### config.mk
export PLATFORM = sky130hd
export DESIGN_NAME = pal_array
export DESIGN_NICKNAME = d
export VERILOG_FILES = /design/src/rtl/pal_pkg.sv /design/src/rtl/pal_macrocell.sv /design/src/rtl/pal_array.sv
export SDC_FILE = /design/constraint.sdc
export NUM_CORES = 1
export LEC_CHECK = 0
export BUFFER_PORTS_ARGS = -buffer_cell sky130_fd_sc_hd__buf_4
export CAP_MARGIN = 20
export CORE_UTILIZATION = 45
export DETAILED_ROUTE_END_ITERATION = 6
export GPL_TIMING_DRIVEN = 0
export MAX_ROUTING_LAYER = met4
export PLACE_DENSITY_LB_ADDON = 0.12
export SLEW_MARGIN = 20
export SYNTH_ARGS = -nofsm -noshare
export SYNTH_HDL_FRONTEND = slang
export SYNTH_SLANG_ARGS = --single-unit
### constraint.sdc
create_clock -name clk -period 4.63 [get_ports clk]
set_input_delay 0 -clock clk [delete_from_list [all_inputs] [get_ports clk]]
set_output_delay 0 -clock clk [all_outputs]
set_load 0.05 [all_outputs]
### src/rtl/pal_pkg.sv
// Shared types and sizing helpers for the PAL fabric.
// Imported by the array top and its macrocells.
package pal_pkg;

  typedef enum logic [1:0] {
    IDLE,
    LOAD,
    COMMIT
  } cfg_state_t;

  localparam int REG_MODE_OFS = 0;
  localparam int INVERT_OFS   = 1;

  function automatic int cell_bits(
    input int num_inputs,
    input int num_terms
  );
    return num_terms * 2 * num_inputs + 2;
  endfunction

  function automatic int cfg_bits(
    input int num_inputs,
    input int num_terms,
    input int num_outputs
  );
    return num_outputs * cell_bits(num_inputs, num_terms);
  endfunction

endpackage

### src/rtl/pal_macrocell.sv
// One PAL output: AND terms over true/complement literals,
// OR, polarity XOR, output register and reg/comb select.
module pal_macrocell
  import pal_pkg::*;
#(
  parameter int NUM_INPUTS = 5,
  parameter int NUM_TERMS  = 4
) (
  input  logic                  clk,
  input  logic                  rst,
  input  logic [NUM_INPUTS-1:0] a,
  input  logic [cell_bits(NUM_INPUTS, NUM_TERMS)-1:0] fuses,
  output logic                  y
);

  localparam int TB = 2 * NUM_INPUTS;
  localparam int MB = NUM_TERMS * TB;

  logic [TB-1:0]        lits;
  logic [NUM_TERMS-1:0] term;
  logic                 sum;
  logic                 pol;
  logic                 q;
  logic                 reg_mode;
  logic                 invert;

  assign lits     = {~a, a};
  assign reg_mode = fuses[MB + REG_MODE_OFS];
  assign invert   = fuses[MB + INVERT_OFS];

  // Unfused literals are forced to 1, so an empty mask yields 1.
  for (genvar t = 0; t < NUM_TERMS; t++) begin : g_term
    assign term[t] = &(lits | ~fuses[t*TB +: TB]);
  end

  assign sum = |term;
  assign pol = sum ^ invert;

  always_ff @(posedge clk or posedge rst) begin
    if (rst) q <= 1'b0;
    else     q <= pol;
  end

  assign y = reg_mode ? q : pol;

endmodule

### src/rtl/pal_array.sv
// PAL array top: serial fuse loader with staged atomic commit
// feeding NUM_OUTPUTS macrocells.
module pal_array
  import pal_pkg::*;
#(
  parameter int NUM_INPUTS  = 5,
  parameter int NUM_TERMS   = 4,
  parameter int NUM_OUTPUTS = 2
) (
  input  logic                   clk,
  input  logic                   rst,
  input  logic [NUM_INPUTS-1:0]  A,
  output logic [NUM_OUTPUTS-1:0] Y,
  input  logic                   cfg_start,
  input  logic                   cfg_valid,
  input  logic                   cfg_bit,
  output logic                   cfg_busy,
  output logic                   cfg_done
);

  localparam int CELL_BITS = cell_bits(NUM_INPUTS, NUM_TERMS);
  localparam int CFG_BITS  =
    cfg_bits(NUM_INPUTS, NUM_TERMS, NUM_OUTPUTS);
  localparam int CNT_W     = $clog2(CFG_BITS);
  localparam logic [CNT_W-1:0] LAST = CNT_W'(CFG_BITS - 1);

  cfg_state_t           state;
  cfg_state_t           nxt;
  logic [CNT_W-1:0]     cnt;
  logic [CFG_BITS-1:0]  staging;
  logic [CFG_BITS-1:0]  active;
  logic                 accept;
  logic                 restart;

  // A start pulse during LOAD wins over a same-cycle valid bit.
  assign restart = cfg_start && (state != COMMIT);
  assign accept  = (state == LOAD) && !cfg_start && cfg_valid;

  always_ff @(posedge clk or posedge rst) begin
    if (rst) state <= IDLE;
    else     state <= nxt;
  end

  always_comb begin
    nxt = state;
    unique case (state)
      IDLE:    if (cfg_start) nxt = LOAD;
      LOAD:    if (accept && cnt == LAST) nxt = COMMIT;
      COMMIT:  nxt = IDLE;
      default: nxt = IDLE;
    endcase
  end

  always_comb begin
    cfg_busy = (state == LOAD) || (state == COMMIT);
    cfg_done = (state == COMMIT);
  end

  always_ff @(posedge clk or posedge rst) begin
    if (rst) begin
      cnt     <= '0;
      staging <= '0;
      active  <= '0;
    end else begin
      if (restart) begin
        cnt <= '0;
      end else if (accept) begin
        staging[cnt] <= cfg_bit;
        cnt <= (cnt == LAST) ? '0 : cnt + CNT_W'(1);
      end
      if (state == COMMIT) active <= staging;
    end
  end

  for (genvar o = 0; o < NUM_OUTPUTS; o++) begin : g_cell
    pal_macrocell #(
      .NUM_INPUTS (NUM_INPUTS),
      .NUM_TERMS  (NUM_TERMS)
    ) u_cell (
      .clk   (clk),
      .rst   (rst),
      .a     (A),
      .fuses (active[o*CELL_BITS +: CELL_BITS]),
      .y     (Y[o])
    );
  end

endmodule

==> results of run 1 <==
-- synth_stat cells --
master | n | area, um2
a21o_1 | 1 | 7.510
a21oi_1 | 1 | 5.000
and2_1 | 1 | 6.260
and4bb_1 | 1 | 12.51
buf_1 | 1 | 3.750
buf_2 | 18 | 90.09
buf_4 | 5 | 37.54
buf_6 | 2 | 22.52
clkbuf_1 | 11 | 41.29
dfrtp_1 | 179 | 4479
ha_1 | 6 | 75.07
inv_1 | 5 | 18.77
inv_2 | 1 | 3.750
mux2_1 | 16 | 180.2
mux2_2 | 155 | 1745
mux2i_1 | 40 | 400.4
nand2_1 | 65 | 244.0
nand2b_1 | 6 | 37.54
nand3_1 | 14 | 70.07
nand3_2 | 1 | 10.01
nand3b_2 | 2 | 22.52
nand3b_4 | 1 | 20.02
nand4_1 | 2 | 12.51
nor2_1 | 56 | 210.2
nor2b_1 | 4 | 25.02
nor3_1 | 8 | 40.04
nor4_1 | 1 | 6.260
nor4_2 | 2 | 25.02
nor4_4 | 1 | 21.27
nor4b_2 | 2 | 30.03
o21a_1 | 2 | 15.01
o21ai_0 | 3 | 15.01
o21ai_1 | 2 | 10.01
o22ai_1 | 4 | 25.02
o31ai_1 | 2 | 15.01
xnor2_1 | 3 | 26.28
xor2_1 | 1 | 8.760
-- registers in the layout (all words and copies together), names as in the netlist --
register	flops
cnt	7
state	2
staging	84
g_cell.u_cell.q	2
active	84
-- cell usage in the layout, fill, tap and decap left out, types with 2 or more instances in the layout --
cell type,netlist,routed
o31ai_1,2,2
mux2i_1,40,40
dfrtp_1,179,179
ha_1,6,6
buf_12,0,4
buf_2,18,18
bufinv_16,0,4
xnor2_1,3,3
nor2b_1,4,4
nor2_1,56,56
clkinv_2,0,4
nand2_1,65,65
o21ai_1,2,2
clkinvlp_4,0,2
buf_6,2,2
clkbuf_16,0,17
clkbuf_8,0,2
nand3_1,14,14
o21a_1,2,2
nor4_2,2,2
clkbuf_1,11,13
buf_16,0,2
nand2b_1,6,6
mux2_2,155,155
inv_1,5,4
buf_4,5,12
nor4b_2,2,2
o21ai_0,3,3
dlygate4sd3_1,0,2
nand3b_2,2,2
o22ai_1,4,4
mux2_1,16,16
nand4_1,2,2
nor3_1,8,8
-- metrics by stage --
| step | hold WS, ns | worst slack, ns |
|---|---|---|
| final | 0.08554 | 2.148 |
| after CTS | 0.07378 | 2.040 |
| after global placement | 0.4222 | 1.321 |
| after global routing | 0.1040 | 1.967 |
| after detailed placement | 0.05716 | 2.040 |
| after floorplan | 0.2667 | 2.335 |
-- area by class of cell --
class	count	share of cell area [%]
Timing Repair Buffer	15	2.275
Multi-Input combinational cell	403	36.39
Inverter	6	0.2878
Sequential cell	179	49.07
Buffer	37	2.138
Clock inverter	10	1.713
Clock buffer	21	5.044
Tap cell	225	3.084
-- critical path, stage by stage (launching register included) --
cell	delay, ns
dfrtp_1	0.41
inv_1	0.13
ha_1	0.23
nand3b_4	0.12
buf_6	0.16
nor4_4	0.77
nand2_1	0.17
mux2_1	0.36
-- worst paths after layout --
path,start,endpoint,slack [ns],cells past startpoint
worst max register to register,state[1],staging[20],2.15,7
worst min register to register,staging[44],staging[44],0.49,1
max in group asynchronous,rst,staging[30],3.54,6
worst max-delay path,state[1],staging[20],2.15,7
min in group asynchronous,rst,active[74],0.16,3
worst min-delay path,cfg_valid,staging[2],0.09,5
-- power groups by stage --
stage          Clock, W  Combinational (W)  Sequential, W
6_report        0.00153           0.000540        0.00162
3_3_place_gp          0           0.000517        0.00165
2_1_floorplan         0           0.000395        0.00164
4_1_cts         0.00155           0.000546        0.00162
5_1_grt         0.00162           0.000581        0.00162
3_5_place_dp          0           0.000543        0.00165
-- metal layers --
metal	wire, um	part of all wire [%]	global-route usage (%)
met2	8926	48	36.18
met1	8426	46	28.62
met3	568	3.1	4.415
met4	522	2.8	9.675
met5	0	0	-
-- cell families (layout without fill, tap and decap cells) --
family,count (synthesis),after routing,share of synthesized area (%)
flops,179,179,55.86
compound gates,15,15,1.154
buf+inv,43,89,2.715
simple gates,167,167,9.892
fa+ha+maj,6,6,0.9362
mux,211,211,29.01
xor+xnor,4,4,0.4370
-- repair_timing --
item                                    in CTS  in global routing
hold buffers                                 2                  0
resized for setup                            0                  0
hold endpoints to repair                    66                  0
endpoints found under the setup margin       0                  0
==> summary.txt, run 1 <==
Setup path
  – CP endpoint kind: register
  – Worst Path Arrival: 2.79 ns
  – Max FO, Critical Path: 10
  – Kind of critical path: register to register
  – Startpoint Class: register
  – Critical Path RT: 4.94 ns

Cells and area
  – Register area: 4479 um2
  – Fillers: 1473
  – N_diodes: 0
  – Final nets: 675
  – Non-Filler Instances: 896
  – Final Cell Area: 9129 um2
  – Utilization after layout: 52.60%
  – Layout cells sized above 1: 34.72%
  – Multi-input logic area: 3322 um2
  – Area grow syn2layout: 13.84%

Pwr
  – Int Power: 0.002730 W
  – Switch share: 25.99%
  – Reg power frac: 43.9%
  – Sw Pwr: 0.0009588 W
  – Clock share of power: 41.4%
  – Total power: 0.003689 W
  – Maximum VDD drop: 266.3 uV
  – Gate power share: 14.6%
  – Power Density: 404.1 nW/um2
  – Leak: 4.539 nW

Clock tree
  – Postcts setup bufs: 0
  – Clk root buf: clkbuf_16
  – Reg clk slew, reported paths: 0.07 ns
  – Clock buffer depth: 2
  – Sink Count: 179
  – CTS tree: built
  – TritonCTS Buffers: 17
  – CTS H-tree depth: 4
  – Clock Latency Late Sink: 0.43 ns

Global routing
  – GRT Total Usage: 22.83%
  – Vias in the first global route: 5178
  – Largest net degree at the start of global routing: 37
  – Initial antenna violation count: 0
  – Grt ovf: 0
  – First-pass GRT wire length: 29.31 mm

Routing
  – DRC: 0
  – Routed WL: 18.44 mm
  – Via count: 4852
  – Antenna viol nets, final: 0
  – Drt wl/cell: 20.58 um
  – Vias per Instance: 5.415
  – DRT iter0 DRCs: 223
  – Router iterations before antenna repair: 5

STA
  – Endpoints failing setup: 0
  – Unrepaired setup endpoints after global routing: no
  – FMAX: 0.4029 GHz
  – Worst-margin pin slew: 1.029 ns
  – Worst slew margin: 30.85%
  – Clock skew: 0.009067 ns
  – Max-slew violations: 0
  – Tcrit/Tclk final: 53.60%
  – Final hold viol count: 0
  – Tmin final: 2.482 ns
  – Setup TNS Final: 0 ns

Logic synthesis
  – Library cells used by synthesis: 37
  – Synth Warn #: 0
  – Sequential share of the synthesized area: 55.86%
  – Seq cells post-synth: 179
  – Post-Syn Nets: 641
  – Synth Area per Inst: 12.83 um2
  – Post-synthesis cell area: 8019 um2
  – Syn Inst Count: 625

Placed design
  – # port buffers: 7
  – Post-DP Area: 8492 um2
  – Placer Congestion: 0.7732
  – DP Wirelength: 12.33 mm
  – Dpl cells: 863

Die
  – Core area: 17360 um2
  – Row count: 48
  – Initial Util: 46.20%
  – Die ar.: 18360 um2
  – Die height: 135.5 um
  – I/O pin cnt: 14
  – Horiz. Die Dim: 135.5 um

Min path
  – Path type of the worst min-delay path: primary input to register

Outcome
  – Outcome: finished clean

Job
  – Max-cap violations: 0
Power figures use the tool's default switching activity.
==> inputs of run 2 (changes only) <==
--- a/config.mk
+++ b/config.mk
@@ -5,6 +5,7 @@
 export SDC_FILE = /design/constraint.sdc
 export NUM_CORES = 1
 export LEC_CHECK = 0
+export ABC_AREA = 1
 export BUFFER_PORTS_ARGS = -buffer_cell sky130_fd_sc_hd__buf_4
 export CAP_MARGIN = 20
 export CORE_UTILIZATION = 45
==> constraint.sdc (replaced) <==
create_clock -name clk -period 2.4 [get_ports clk]
set_input_delay 0 -clock clk [delete_from_list [all_inputs] [get_ports clk]]
set_output_delay 0 -clock clk [all_outputs]
set_load 0.05 [all_outputs]
==> run 2 against run 1 <==
Compared with the run above:
- first-iteration DRC count rose to 2.6 times the previous value
- maximum frequency rose by 10%
- power rose by 98%
- clock power up 84%
- largest power group unchanged
- largest cell class unchanged
- combinational power is 140% higher
==> summary.txt, run 2 <==
Logic synthesis
  – Cell taking the most area after synthesis: dfrtp_1
  – Commonest cells post-synth: 373 x nand2_1, 179 x dfrtp_1, 88 x a21oi_1
  – Post-synth top area share: 57.53% (+1.7 points)
  – Synth Warn #: 0 (unchanged)
  – Sequential share of the synthesized area: 57.53% (+1.7 points)
  – Post-synthesis cell area: 7786 um2 (-2.9%)
  – Synth Area per Inst: 8.427 um2 (-34%)
  – Main synth FF type: dfrtp_1
  – Top post-synthesis cells by area: dfrtp_1 58%, nand2_1 18%, a31oi_1 6.3%, a21oi_1 5.7%, nor2_1 2.0%
  – Seq cells post-synth: 179 (unchanged)
  – Share of flip-flops with an asynchronous set or reset: 100.0% (unchanged)
  – Post-Syn Nets: 940 (+47%)
  – Post-synth EDFFs: 0 (unchanged)
  – Library cells used by synthesis: 26 (-30%)
  – Cell with the most instances after synthesis: nand2_1
  – Syn Inst Count: 924 (+48%)

Die
  – Die height: 133.5 um (-1.4%)
  – Core area: 16760 um2 (-3.4%)
  – Row count: 47 (-2.1%)
  – Horiz. Die Dim: 133.5 um (-1.4%)
  – Initial Util: 46.46% (+0.26 points)
  – I/O pin cnt: 14 (unchanged)
  – Die ar.: 17830 um2 (-2.9%)

Pwr
  – Sw Pwr: 0.002248 W (+130%)
  – Reg power frac: 43.6% (-0.3 points)
  – Power Density: 819.9 nW/um2 (+100%)
  – Maximum VDD drop: 782.3 uV (+190%)
  – Switch share: 30.83% (+4.8 points)
  – Clock share of power: 38.7% (-2.7 points)
  – Int Power: 0.005043 W (+85%)
  – Gate power share: 17.7% (+3.1 points)
  – Leak: 4.585 nW (+1.0%)

Routing
  – Routed WL: 22.66 mm (+23%)
  – DRT iter0 DRCs: 571 (+160%)
  – Via count: 6400 (+32%)
  – DRC: 0 (unchanged)
  – Antenna viol nets, final: 0 (unchanged)
  – Drt wl/cell: 19.01 um (-7.6%)
  – Vias per Instance: 5.369 (-0.85%)
  – Router iterations before antenna repair: 5 (unchanged)

Cells and area
  – Final Cell Area: 8892 um2 (-2.6%)
  – Most common cell after layout, fill and taps aside: nand2_1
  – Layout cells sized above 1: 8.333% (-26 points)
  – Area grow syn2layout: 14.21%
  – Top Registers: active (84), staging (84), cnt (7)
  – Final nets: 976 (+45%)
  – Commonest cells after routing, fill and taps aside: 373 x nand2_1, 179 x dfrtp_1, 88 x a21oi_1
  – Non-Filler Instances: 1192 (+33%)
  – N_diodes: 0 (unchanged)

Global routing
  – Largest net degree at the start of global routing: 33 (-11%)
  – Grt ovf: 0 (unchanged)
  – Vias in the first global route: 6142 (+19%)
  – First-pass GRT wire length: 35.62 mm (+22%)
  – GRT Total Usage: 28.37% (+5.5 points)
  – Initial antenna violation count: 0 (unchanged)

Clock tree
  – Clock buffer depth: 2 (unchanged)
  – Clock Latency Late Sink: 0.44 ns (about the same)
  – Sink Count: 179 (unchanged)
  – CTS H-tree depth: 4 (unchanged)
  – Clk root buf: clkbuf_16
  – Postcts setup bufs: 0 (unchanged)
  – TritonCTS Buffers: 17 (unchanged)
  – CTS tree: built
  – Reg clk slew, reported paths: 0.07 ns (about the same)

Setup path
  – Crit path max-delay family: buffers and inverters
  – CP endpoint kind: register
  – Reg2reg start: state[0]
  – Startpoint Class: register
  – Critical Path, Cell by Cell: inv_1 -> ha_1 -> inv_1 -> clkbuf_1 -> clkbuf_1 -> nand2_1 -> nand2_1
  – Critical Path RT: 2.77 ns (-2.17 ns)
  – Reg2reg setup slack: 0.15 ns (-2.00 ns)
  – Max FO, Critical Path: 10 (unchanged)
  – Kind of critical path: register to register
  – Crit path largest cell delay: 0.63 ns (-0.14 ns)
  – Worst Path Arrival: 2.62 ns (-0.17 ns)
  – Highest-delay cell along the critical path: clkbuf_1
  – Crit path buffers/inverters: 4 (+2)
  – R2R depth: 7 (unchanged)
  – Reg-to-reg endpoint: active[26]

Placed design
  – Placer Congestion: 0.8227 (+6.4%)
  – Dpl cells: 1159 (+34%)
  – Post-DP Area: 8280 um2 (-2.5%)
  – DP Wirelength: 14.57 mm (+18%)
  – # port buffers: 8 (+1)

STA
  – FMAX: 0.4449 GHz (+10%)
  – Clock skew: 0.008594 ns (-0.0004735 ns)
  – Unrepaired setup endpoints after global routing: no
  – Tcrit/Tclk final: 93.65% (+40 points)
  – Endpoints failing setup: 0 (unchanged)
  – Max-slew violations: 0 (unchanged)
  – Final hold viol count: 0 (unchanged)
  – Worst slew margin: 42.22% (+11 points)
  – Worst-margin pin slew: 0.8667 ns (-0.1628 ns)
  – Tmin final: 2.248 ns (-0.2343 ns)
  – Fin Hold WS: 0.01448 ns (-0.07106 ns)

Min path
  – Path type of the worst min-delay path: primary input to asynchronous set/reset pin

Outcome
  – Outcome: finished clean

Job
  – Max-cap violations: 0 (unchanged)
[run 2: routing by layer]
| layer | global-route usage, % | share of wire (%) | vias to the layer above |
|---|---|---|---|
| met4 | 9.343 | 2.1 | 0 |
| met1 | 38.76 | 46 | 3099 |
| li1 | - | - | 3084 |
| met2 | 42.53 | 46 | 188 |
| met3 | 5.441 | 5.7 | 29 |
| met5 | - | 0 | - |
[run 2: worst max-delay path by stage]
stage,startpoint,to,slack [ns],depth (start not counted)
CTS,state[1],staging[72],0.05,6
global route,state[1],staging[35],0.02,7
global placement,rst,active[20],-1.11,2
floorplan,rst,active[0],0.11,1
finish,state[0],active[26],0.15,7
detailed placement,state[1],staging[72],0.06,6
[run 2: area by class of cell]
cell class / count / area, um2
Fill cell: 1646 / 7868
Sequential cell: 179 / 4479
Multi-Input combinational cell: 642 / 2887
Clock buffer: 23 / 488.0
Tap cell: 220 / 275.3
Buffer: 59 / 259.0
Timing Repair Buffer: 17 / 235.2
Inverter: 44 / 168.9
Clock inverter: 8 / 100.1
[run 2: power groups by stage]
| stage | registers (W) | logic, W | clock network [W] |
|---|---|---|---|
| floorplan | 0.00322 | 0.000834 | 0 |
| global placement | 0.00324 | 0.00125 | 0 |
| detailed placement | 0.00324 | 0.00128 | 0 |
| CTS | 0.00318 | 0.00129 | 0.00284 |
| global route | 0.00319 | 0.00142 | 0.00296 |
| finish | 0.00318 | 0.00129 | 0.00282 |
[run 2: repair_timing]
action                                 in CTS  in global routing
endpoints found under the hold margin     109                  0
setup endpoints to repair                   0                 27
gates resized for setup                     0                  6
hold buffers                                2                  0
[run 2: kinds of logic (layout without fill, tap and decap cells)]
family | after synthesis | in the layout | synth area share [%]
and+or+nand+nor | 441 | 441 | 22.26
buffers and inverters | 103 | 151 | 5.399
DFF | 179 | 179 | 57.53
adders and majority gates | 6 | 6 | 0.9641
AOI/OAI and AO/OA | 195 | 195 | 13.85
[run 2: stage by stage]
step | TNS (ns) | worst slack, ns | util, % | power [W]
after CTS | 0 | 0.05215 | 53.03 | 0.007309
after detailed placement | 0 | 0.06107 | 49.41 | 0.004516
after global placement | -196.54 | -1.112 | 48.48 | 0.004485
final | 0 | 0.1525 | 53.06 | 0.007291
after global routing | 0 | 0.01768 | 53.06 | 0.007570
after floorplan | 0 | 0.1054 | - | 0.004058
[run 2: worst min-delay path, delay by kind of cell]
kind | cells | cell delay [ns]
buffers and inverters | 3 | 0.79
==> inputs of run 3 (changes only) <==
--- a/config.mk
+++ b/config.mk
@@ -11,6 +11,7 @@
 export CORE_UTILIZATION = 45
 export DETAILED_ROUTE_END_ITERATION = 6
 export GPL_TIMING_DRIVEN = 0
+export HOLD_SLACK_MARGIN = 0.06
 export MAX_ROUTING_LAYER = met4
 export PLACE_DENSITY_LB_ADDON = 0.12
 export SLEW_MARGIN = 20
==> constraint.sdc (replaced) <==
create_clock -name clk -period 2.55 [get_ports clk]
set_input_delay 0 -clock clk [delete_from_list [all_inputs] [get_ports clk]]
set_output_delay 0 -clock clk [all_outputs]
set_load 0.05 [all_outputs]
==> run 3 against run 2 <==
Compared with the run above:
- clock skew is 0.00061 ns higher
- hold slack improved by 0.11 ns
- register-to-register slack about the same
- die area stayed put
- final area hardly changed
- first-iteration DRC count grew 3.3%
- wire length barely moved
- critical path type unchanged
- largest power group unchanged
==> summary.txt, run 3 (synthesis results as in run 2) <==
Pwr
  – Power Density: 771.3 nW/um2 (-5.9%)
  – Total power: 0.006863 W (-5.9%)
  – Leak: 4.579 nW (-0.13%)
  – Maximum VDD drop: 737.3 uV (-5.8%)

Cells and area
  – Commonest cells after routing, fill and taps aside: 373 x nand2_1, 179 x dfrtp_1, 88 x a21oi_1
  – Area grow syn2layout: 14.29% (about the same)
  – Fillers: 1646 (unchanged)
  – N_diodes: 0 (unchanged)
  – Final Cell Area: 8899 um2 (about the same)
  – Final nets: 977 (+0.10%)
  – Most common cell after layout, fill and taps aside: nand2_1
  – Layout cells sized above 1: 8.016% (-0.32 points)
  – Top Registers: active (84), staging (84), cnt (7)

Placed design
  – DP Wirelength: 14.57 mm (unchanged)
  – # port buffers: 8 (unchanged)
  – Post-DP Area: 8280 um2 (unchanged)
  – Post-Place Worst Slack: 0.2111 ns (+0.1500 ns)
  – Placer Congestion: 0.8227 (unchanged)

Routing
  – Router iterations before antenna repair: 5 (unchanged)
  – Antenna viol nets, final: 0 (unchanged)
  – Drt wl/cell: 18.99 um (about the same)
  – Routed WL: 22.66 mm (about the same)
  – DRT iter0 DRCs: 590 (+3.3%)
  – DRC: 0 (unchanged)
  – Vias per Instance: 5.381 (+0.23%)
  – Via count: 6420 (+0.31%)

Die
  – I/O pin cnt: 14 (unchanged)
  – Die height: 133.5 um (unchanged)
  – Horiz. Die Dim: 133.5 um (unchanged)
  – Row count: 47 (unchanged)
  – Die ar.: 17830 um2 (unchanged)
  – Initial Util: 46.46% (unchanged)
  – Core area: 16760 um2 (unchanged)

STA
  – Tmin final: 2.387 ns (+0.1391 ns)
  – Worst-margin pin slew: 0.9281 ns (+0.06145 ns)
  – Clock skew: 0.009207 ns (+0.0006130 ns)
  – Max-slew violations: 0 (unchanged)
  – Final hold viol count: 0 (unchanged)
  – Endpoints failing setup: 0 (unchanged)
  – Unrepaired setup endpoints after global routing: no
  – Fin worst setup slack: 0.1634 ns (+0.01090 ns)
  – Worst slew margin: 38.13% (-4.1 points)
  – Tcrit/Tclk final: 93.59% (about the same)
  – Fin Hold WS: 0.1293 ns (+0.1148 ns)
  – FMAX: 0.4190 GHz (-5.8%)

Global routing
  – Initial antenna violation count: 0 (unchanged)
  – Largest net degree at the start of global routing: 33 (unchanged)
  – Vias in the first global route: 6148 (+0.098%)
  – Grt ovf: 0 (unchanged)
  – GRT Total Usage: 28.38% (about the same)
  – First-pass GRT wire length: 35.65 mm (about the same)

Clock tree
  – Postcts setup bufs: 0 (unchanged)
  – Sink Count: 179 (unchanged)
  – CTS Hold Buffers Added: 3 (+1)
  – Reg clk slew, reported paths: 0.07 ns (about the same)
  – Clock buffer depth: 2 (unchanged)
  – TritonCTS Buffers: 17 (unchanged)
  – CTS H-tree depth: 4 (unchanged)
  – Clock Latency Late Sink: 0.44 ns (about the same)
  – CTS tree: built
  – Clk root buf: clkbuf_16
  – Post-CTS sizing: 0 (unchanged)

Min path
  – Path type of the worst min-delay path: primary input to register
  – Hold Crit Depth: 5
  – HP Start: cfg_valid
  – Hold endpoint: cnt[6]

Setup path
  – Reg2reg start: state[1]
  – Max FO, Critical Path: 10 (unchanged)
  – Kind of critical path: register to register
  – Reg-to-reg endpoint: staging[56]
  – R2R depth: 6 (-1)
  – CP endpoint kind: register
  – Startpoint Class: register
  – Critical Path RT: 2.82 ns (+0.05 ns)
  – Worst Path Arrival: 2.66 ns (+0.04 ns)
  – Reg2reg setup slack: 0.16 ns (about the same)

Job
  – Max-cap violations: 0 (unchanged)

Outcome
  – Outcome: finished clean
run 3: cell count changes in the layout (fill, tap and decap cells not counted):
cell	change
clkbuf_1	+3
clkbuf_2	-3
dlygate4sd3_1	+1
run 3: worst max-delay path by stage:
| stage | slack (ns) | from | depth (start not counted) | end |
|---|---|---|---|---|
| CTS | 0.20 | state[1] | 6 | staging[72] |
| global placement | -0.96 | rst | 2 | active[20] |
| global route | 0.01 | state[1] | 6 | staging[32] |
| floorplan | 0.26 | rst | 1 | active[0] |
| finish | 0.16 | state[1] | 6 | staging[56] |
| detailed placement | 0.21 | state[1] | 6 | staging[72] |
run 3: per-stage QoR:
stage	cells	util (%)	setup TNS, ns
after floorplan	924	-	0
after global placement	1152	48.48	-169.69
after detailed placement	1159	49.41	0
after CTS	1193	53.09	0
after global routing	1193	53.09	0
final	1193	53.09	0
run 3: power breakdown:
group	internal [W]	switching, W	total, W	leakage, nW
Sequential	0.00293	0.0000583	0.00299	2.48
Clock	0.00154	0.00111	0.00266	0.289
Combinational	0.000269	0.000945	0.00121	1.81
Total	0.00475	0.00212	0.00686	4.58
run 3: metal layers:
metal | global-route usage, % | share of wire (%) | vias to the layer above
met3 | 5.441 | 5.6 | 33
met1 | 38.79 | 46 | 3104
met5 | - | 0 | -
met2 | 42.56 | 45 | 193
met4 | 9.343 | 2.6 | 0
li1 | - | - | 3090
run 3: critical path, stage by stage, from the launching register on:
cell and delay [ns]:
dfrtp_1 0.38, inv_1 0.14, ha_1 0.20, nand3_2 0.20, nor4_2 0.36, clkbuf_1 0.74, a31oi_1 0.19
run 3: area by class of cell:
type / count / area [um2] / area share [%]
clock buffers: 23 / 488.0 / 5.484
multi-input cells: 642 / 2887 / 32.44
clock inverters: 8 / 100.1 / 1.125
flip-flops and latches: 179 / 4479 / 50.34
plain buffers: 59 / 255.2 / 2.868
well taps: 220 / 275.3 / 3.093
inverters: 44 / 168.9 / 1.898
repair buffers: 18 / 245.2 / 2.756
